## src/rtl/sobel_window_ctrl.sv

```systemverilog
// sobel_window_ctrl: sequences the 3x3 window registers and line buffers
// for an Avalon-ST pixel frame. It tracks the column and row, issues the
// load/clear/write strobes, flags interior windows and malformed frames.
// Optional macro SOBEL_CTRL_BORDER_EN: win_valid_o fires for every pixel
// and the extra border_o output marks border positions.
module sobel_window_ctrl #(
    parameter int IMG_WIDTH  = 640,
    parameter int IMG_HEIGHT = 480,
    parameter int COL_W      = 10,
    parameter int ROW_W      = 9
) (
    input  logic             clk_i,
    input  logic             rst_i,
    input  logic             snk_valid_i,
    input  logic             snk_sop_i,
    input  logic             snk_eop_i,
    output logic             snk_ready_o,
    input  logic             src_ready_i,
    output logic             win_ld_o,
    output logic             win_clear_o,
    output logic             lb_wr_o,
    output logic [COL_W-1:0] lb_addr_o,
    output logic             win_valid_o,
    output logic [COL_W-1:0] col_o,
    output logic [ROW_W-1:0] row_o,
    output logic             frame_err_o
`ifdef SOBEL_CTRL_BORDER_EN
    ,
    output logic             border_o
`endif
);

    typedef enum logic [1:0] {IDLE, ACTIVE, DRAIN} state_t;

    localparam logic [COL_W-1:0] LAST_COL = COL_W'(IMG_WIDTH - 1);
    localparam logic [ROW_W-1:0] LAST_ROW = ROW_W'(IMG_HEIGHT - 1);

    state_t           state_q, state_d;
    logic [COL_W-1:0] col_q, col_d;        // position of the next expected pixel
    logic [ROW_W-1:0] row_q, row_d;
    logic [COL_W-1:0] pcol_q, pcol_d;      // position of the last accepted pixel
    logic [ROW_W-1:0] prow_q, prow_d;
    logic             valid_q, valid_d;
    logic             clear_q, clear_d;
    logic             err_q, err_d;
    logic             border_q, border_d;

    logic             ready;
    logic             accept;
    logic             take;
    logic [COL_W-1:0] pix_col;
    logic [ROW_W-1:0] pix_row;
    logic             last_col;
    logic             last_pix;
    logic             is_border;

    // Handshake and position of the beat currently offered.
    always_comb begin
        ready     = ~rst_i & ((state_q == DRAIN) | src_ready_i);
        accept    = snk_valid_i & ready;
        take      = accept & ((state_q == ACTIVE) | ((state_q == IDLE) & snk_sop_i));
        pix_col   = snk_sop_i ? '0 : col_q;
        pix_row   = snk_sop_i ? '0 : row_q;
        last_col  = (pix_col == LAST_COL);
        last_pix  = last_col & (pix_row == LAST_ROW);
        is_border = (pix_row < ROW_W'(2)) | (pix_col < COL_W'(2));
    end

    // Next-state, counter advance and registered-pulse computation.
    always_comb begin
        state_d  = state_q;
        col_d    = col_q;
        row_d    = row_q;
        pcol_d   = pcol_q;
        prow_d   = prow_q;
        valid_d  = 1'b0;
        clear_d  = 1'b0;
        err_d    = 1'b0;
        border_d = 1'b0;

        if ((state_q == DRAIN) && accept && snk_eop_i) begin
            state_d = IDLE;
        end

        if (take) begin
            pcol_d  = pix_col;
            prow_d  = pix_row;
            clear_d = last_col;
`ifdef SOBEL_CTRL_BORDER_EN
            valid_d  = 1'b1;
            border_d = is_border;
`else
            valid_d  = ~is_border;
`endif
            // (0,0) is never the last pixel, so sop+eop lands in the early-eop term.
            err_d = (snk_sop_i & (state_q == ACTIVE)) |
                    (snk_eop_i & ~last_pix) |
                    (~snk_eop_i & last_pix);

            if (snk_eop_i) begin
                state_d = IDLE;
                col_d   = '0;
                row_d   = '0;
            end else if (last_pix) begin
                state_d = DRAIN;
                col_d   = '0;
                row_d   = '0;
            end else begin
                state_d = ACTIVE;
                if (last_col) begin
                    col_d = '0;
                    row_d = pix_row + ROW_W'(1);
                end else begin
                    col_d = pix_col + COL_W'(1);
                    row_d = pix_row;
                end
            end
        end
    end

    // State, counters and registered outputs.
    always_ff @(posedge clk_i or posedge rst_i) begin
        if (rst_i) begin
            state_q  <= IDLE;
            col_q    <= '0;
            row_q    <= '0;
            pcol_q   <= '0;
            prow_q   <= '0;
            valid_q  <= 1'b0;
            clear_q  <= 1'b0;
            err_q    <= 1'b0;
            border_q <= 1'b0;
        end else begin
            state_q  <= state_d;
            col_q    <= col_d;
            row_q    <= row_d;
            pcol_q   <= pcol_d;
            prow_q   <= prow_d;
            valid_q  <= valid_d;
            clear_q  <= clear_d;
            err_q    <= err_d;
            border_q <= border_d;
        end
    end

    assign snk_ready_o = ready;
    assign win_ld_o    = take;
    assign lb_wr_o     = take;
    assign lb_addr_o   = pix_col;
    assign win_valid_o = valid_q;
    assign win_clear_o = clear_q;
    assign col_o       = pcol_q;
    assign row_o       = prow_q;
    assign frame_err_o = err_q;
`ifdef SOBEL_CTRL_BORDER_EN
    assign border_o    = border_q;
`else
    logic unused_border;
    assign unused_border = border_q;
`endif

endmodule

```

## config.mk

```make
export PLATFORM = sky130hd
export DESIGN_NAME = sobel_window_ctrl
export DESIGN_NICKNAME = d
export VERILOG_FILES = /design/src/rtl/sobel_window_ctrl.sv
export SDC_FILE = /design/constraint.sdc
export NUM_CORES = 1
export LEC_CHECK = 0
export BUFFER_PORTS_ARGS = -buffer_cell sky130_fd_sc_hd__clkbuf_2
export CORE_MARGIN = 2
export CORE_UTILIZATION = 55
export CTS_CLUSTER_DIAMETER = 120
export DETAILED_ROUTE_END_ITERATION = 10
export MAX_ROUTING_LAYER = met4
export PLACE_DENSITY = 0.81
export SETUP_SLACK_MARGIN = 0.1
export SYNTH_ARGS = -nofsm -noshare
export SYNTH_HDL_FRONTEND = slang
export SYNTH_SLANG_ARGS = --single-unit
```

## constraint.sdc

```tcl
create_clock -name clk_i -period 2.7 [get_ports clk_i]
set_clock_uncertainty 0.2 [all_clocks]
set_input_delay 0.135 -clock clk_i [delete_from_list [all_inputs] [get_ports clk_i]]
set_output_delay 0.135 -clock clk_i [all_outputs]
set_load 0.01 [all_outputs]
```

==> run_results.csv <==
group,metric,value,unit
timing,fin_crit_sh,0.8802,
logic_synthesis,synth_seq_area_share,0.4751,
finish,syn_to_final_growth,16.74,%
logic_synthesis,synth_cell_type_count,44,
timing,fin_crit,2376,ps
route,drt_iter0_markers,148,
die,placementRows,23,
route,antenna_left,0,
timing,fin_ws,323.5,ps
die,initial_core_util,0.5703,
route,wl,5.181,mm
place,dp_slack,358.6,ps
global_route,grt_pass1_wl,8.907,mm
global_route,grt_max_degree,31,
logic_synthesis,synth_edf_count,0,
worst_setup_path,worst_ep_arrival_time,2360,ps
logic_synthesis,synthTopCellsByArea,"dfrtp_1 48%, nand2_1 5.6%, o21ai_0 5.3%",
worst_setup_path,crit_path_max_fanout,11,
timing,slew_viol_final,0,
run_status,status,"completed",
global_route,antenna_found_initial,0,
clock_network,cts_tree,"yes",
global_route,grt_pass1_vias,1856,
logic_synthesis,synth_warnings,0,
global_route,gr-usage-all-layers,0.2654,
finish,diodes,0,
place,dp.final_hpwl,3.652,mm
worst_setup_path,path_class,"register to register",
power_and_ir_drop,p_leak,1.282,nW
timing,worst_pin_slew,476.0,ps
route,remaining_drc_errors,0,
worst_setup_path,end_kind,"register",
die,coreArea,0.003971,mm^2
timing,rsz0062_at_grt,"no",
clock_network,clk_pin_slew_worst_paths,80,ps
die,dieArea,0.004647,mm^2
logic_synthesis,ys_ff_latch,43,
timing,hold_viol_final,0,
place,gp_congestion,0.9334,
finish,drive_gt1_frac,0.2347,
finish,nFillCells,337,
route,vias,1952,
job,cap_violations,0,
route,wl_per_cell,15.84,um
logic_synthesis,syn-num-nets,246,
clock_network,clk_latency,300,ps
logic_synthesis,syn_inst,238,
timing,setup-tns-final,0,ps
power_and_ir_drop,ir_drop,0.3041,mV
power_and_ir_drop,powerDensity,536.2,mW/mm^2
finish,fin_util,0.6657,
timing,clock.fmax,420.8,MHz
die,die_x,68.17,um
clock_network,numCtsBuffers,5,
timing,setup_viol,0,
clock_network,cts_root_buffer,"clkbuf_8",
die,num_io_pins,41,
worst_setup_path,cp.required,2690,ps
place,port_buffers,40,
clock_network,htree_levels,2,
logic_synthesis,syn_area,0.002265,mm^2
logic_synthesis,ys.flop_type,"dfrtp_1",
worst_setup_path,start_kind,"register",
route,via_per_inst,5.969,
finish,fin_nets,284,
logic_synthesis,synth_top_area_share,0.4751,
logic_synthesis,async_reset_ff_frac,1.000,
global_route,grt_overflow,0,
clock_network,clock_sinks,43,
die,die_h,68.17,um
clock_network,cts_resized,0,
hold_path,hold_path_class,"input pin to register",
timing,slew_headroom,0.6797,
logic_synthesis,synth_area_leader_cell,"dfrtp_1",
route,drt_pass1_iterations,5,
logic_synthesis,synth.avg_cell_area,9.515,um^2
clock_network,clk_path_buf_depth,2,
==> kinds of logic after synthesis <==
family                     count (synthesis)  synth area share
xor gates and xnor gates                   4           0.01547
buffers and inverters                     27           0.05304
DFF                                       43            0.4751
AOI/OAI and AO/OA                         51            0.1431
and+or+nand+nor                          103            0.2635
adders and majority gates                  2           0.01105
muxes                                      8           0.03867
==> final timing paths <==
path	start	endpoint	slack [ps]	cells past startpoint
min reg2reg	col_o[0]	col_o[0]	280	2
min	snk_valid_i	state_q[0]	1	4
max reg2reg	col_q[0]	row_q[4]	320	6
max	col_q[0]	row_q[4]	320	6
max in group asynchronous	rst_i	row_q[4]	1500	5
min in group asynchronous	rst_i	col_o[2]	210	4
==> synth_stat cells, types with 2 or more instances <==
| master | number |
|---|---|
| nor2b_1 | 10 |
| nand2_1 | 34 |
| clkbuf_1 | 9 |
| o31ai_1 | 5 |
| and3_1 | 3 |
| a41oi_1 | 4 |
| buf_2 | 6 |
| ha_1 | 2 |
| nor3_1 | 4 |
| a32o_1 | 3 |
| dfrtp_1 | 43 |
| inv_1 | 8 |
| nand3_1 | 8 |
| mux2_2 | 6 |
| and2_1 | 2 |
| xor2_1 | 3 |
| nor2_1 | 9 |
| and4b_1 | 7 |
| nand4_1 | 5 |
| o21ai_0 | 24 |
| nor4_1 | 4 |
| a31oi_1 | 6 |
| a21oi_1 | 3 |
| mux2i_1 | 2 |
| nand2b_1 | 9 |
==> layer usage <==
layer / part of all wire / global-route usage / vias up
met2: 0.44 / 0.3944 / 86
met1: 0.48 / 0.3714 / 924
li1: - / - / 930
met3: 0.069 / 0.04112 / 12
met5: 0 / - / -
met4: 0.015 / 0.09000 / 0
==> worst max-delay path, stage by stage, from the launching register on <==
cell	delay, ps
dfrtp_1	370
nor2b_1	250
ha_1	230
and4b_1	430
and3_1	360
nand3_1	160
a32o_1	270
==> state kept, by name, summed over array words and instances, names as in the netlist <==
signal / cells
frame_err_o: 1
row_q: 9
state_q: 2
win_valid_o: 1
win_clear_o: 1
col_o: 10
col_q: 10
row_o: 9
==> placed cells by master (no fill, tap or decap), types with 2 or more instances in the layout <==
cell type / synthesis / final
ha_1: 2 / 2
o21ai_0: 24 / 24
mux2i_1: 2 / 2
xor2_1: 3 / 3
a31oi_1: 6 / 6
clkbuf_2: 0 / 40
clkbuf_8: 0 / 5
nor2b_1: 10 / 10
o31ai_1: 5 / 5
nand2_1: 34 / 34
nand3_1: 8 / 8
a41oi_1: 4 / 4
mux2_2: 6 / 6
buf_4: 1 / 8
and4b_1: 7 / 7
and3_1: 3 / 3
nor4_1: 4 / 4
bufinv_16: 0 / 2
nand2b_1: 9 / 9
clkinv_1: 1 / 2
a32o_1: 3 / 3
nand4_1: 5 / 5
a21oi_1: 3 / 3
inv_1: 8 / 7
dfrtp_1: 43 / 43
and2_1: 2 / 2
nor3_1: 4 / 4
nor2_1: 9 / 9
==> area by class of cell <==
| cell class | instances | area, um^2 | share of cell area |
|---|---|---|---|
| Clock buffer | 6 | 72.57 | 0.02745 |
| Clock inverter | 2 | 60.06 | 0.02272 |
| Inverter | 9 | 33.78 | 0.01278 |
| Multi-Input combinational cell | 168 | 1069 | 0.4042 |
| Sequential cell | 43 | 1076 | 0.4070 |
| Tap cell | 50 | 62.56 | 0.02366 |
| Timing Repair Buffer | 49 | 270.3 | 0.1022 |
==> through the flow <==
step	hold WS [ps]	total power, mW	cell area, um^2	instances
3_5_place_dp	-15.56	0.8352	2501	318
4_1_cts	4.105	1.423	2644	327
3_3_place_gp	-37.14	0.8306	2501	318
6_report	1.220	1.418	2644	327
5_1_grt	7.289	1.474	2644	327
2_1_floorplan	117.5	0.7852	2265	238
==> what timing repair did <==
item	4_1_cts	5_1_grt
hold buffers	1	0
hold endpoints to repair	18	0
setup endpoints to repair	0	0
buffers inserted	0	0
==> report_power, final <==
group	internal, mW	switching (mW)
logic	0.0532	0.0862
registers	0.667	0.0166
clock network	0.370	0.225
total	1.09	0.328
No activity file was read; power rests on OpenSTA's default activity.
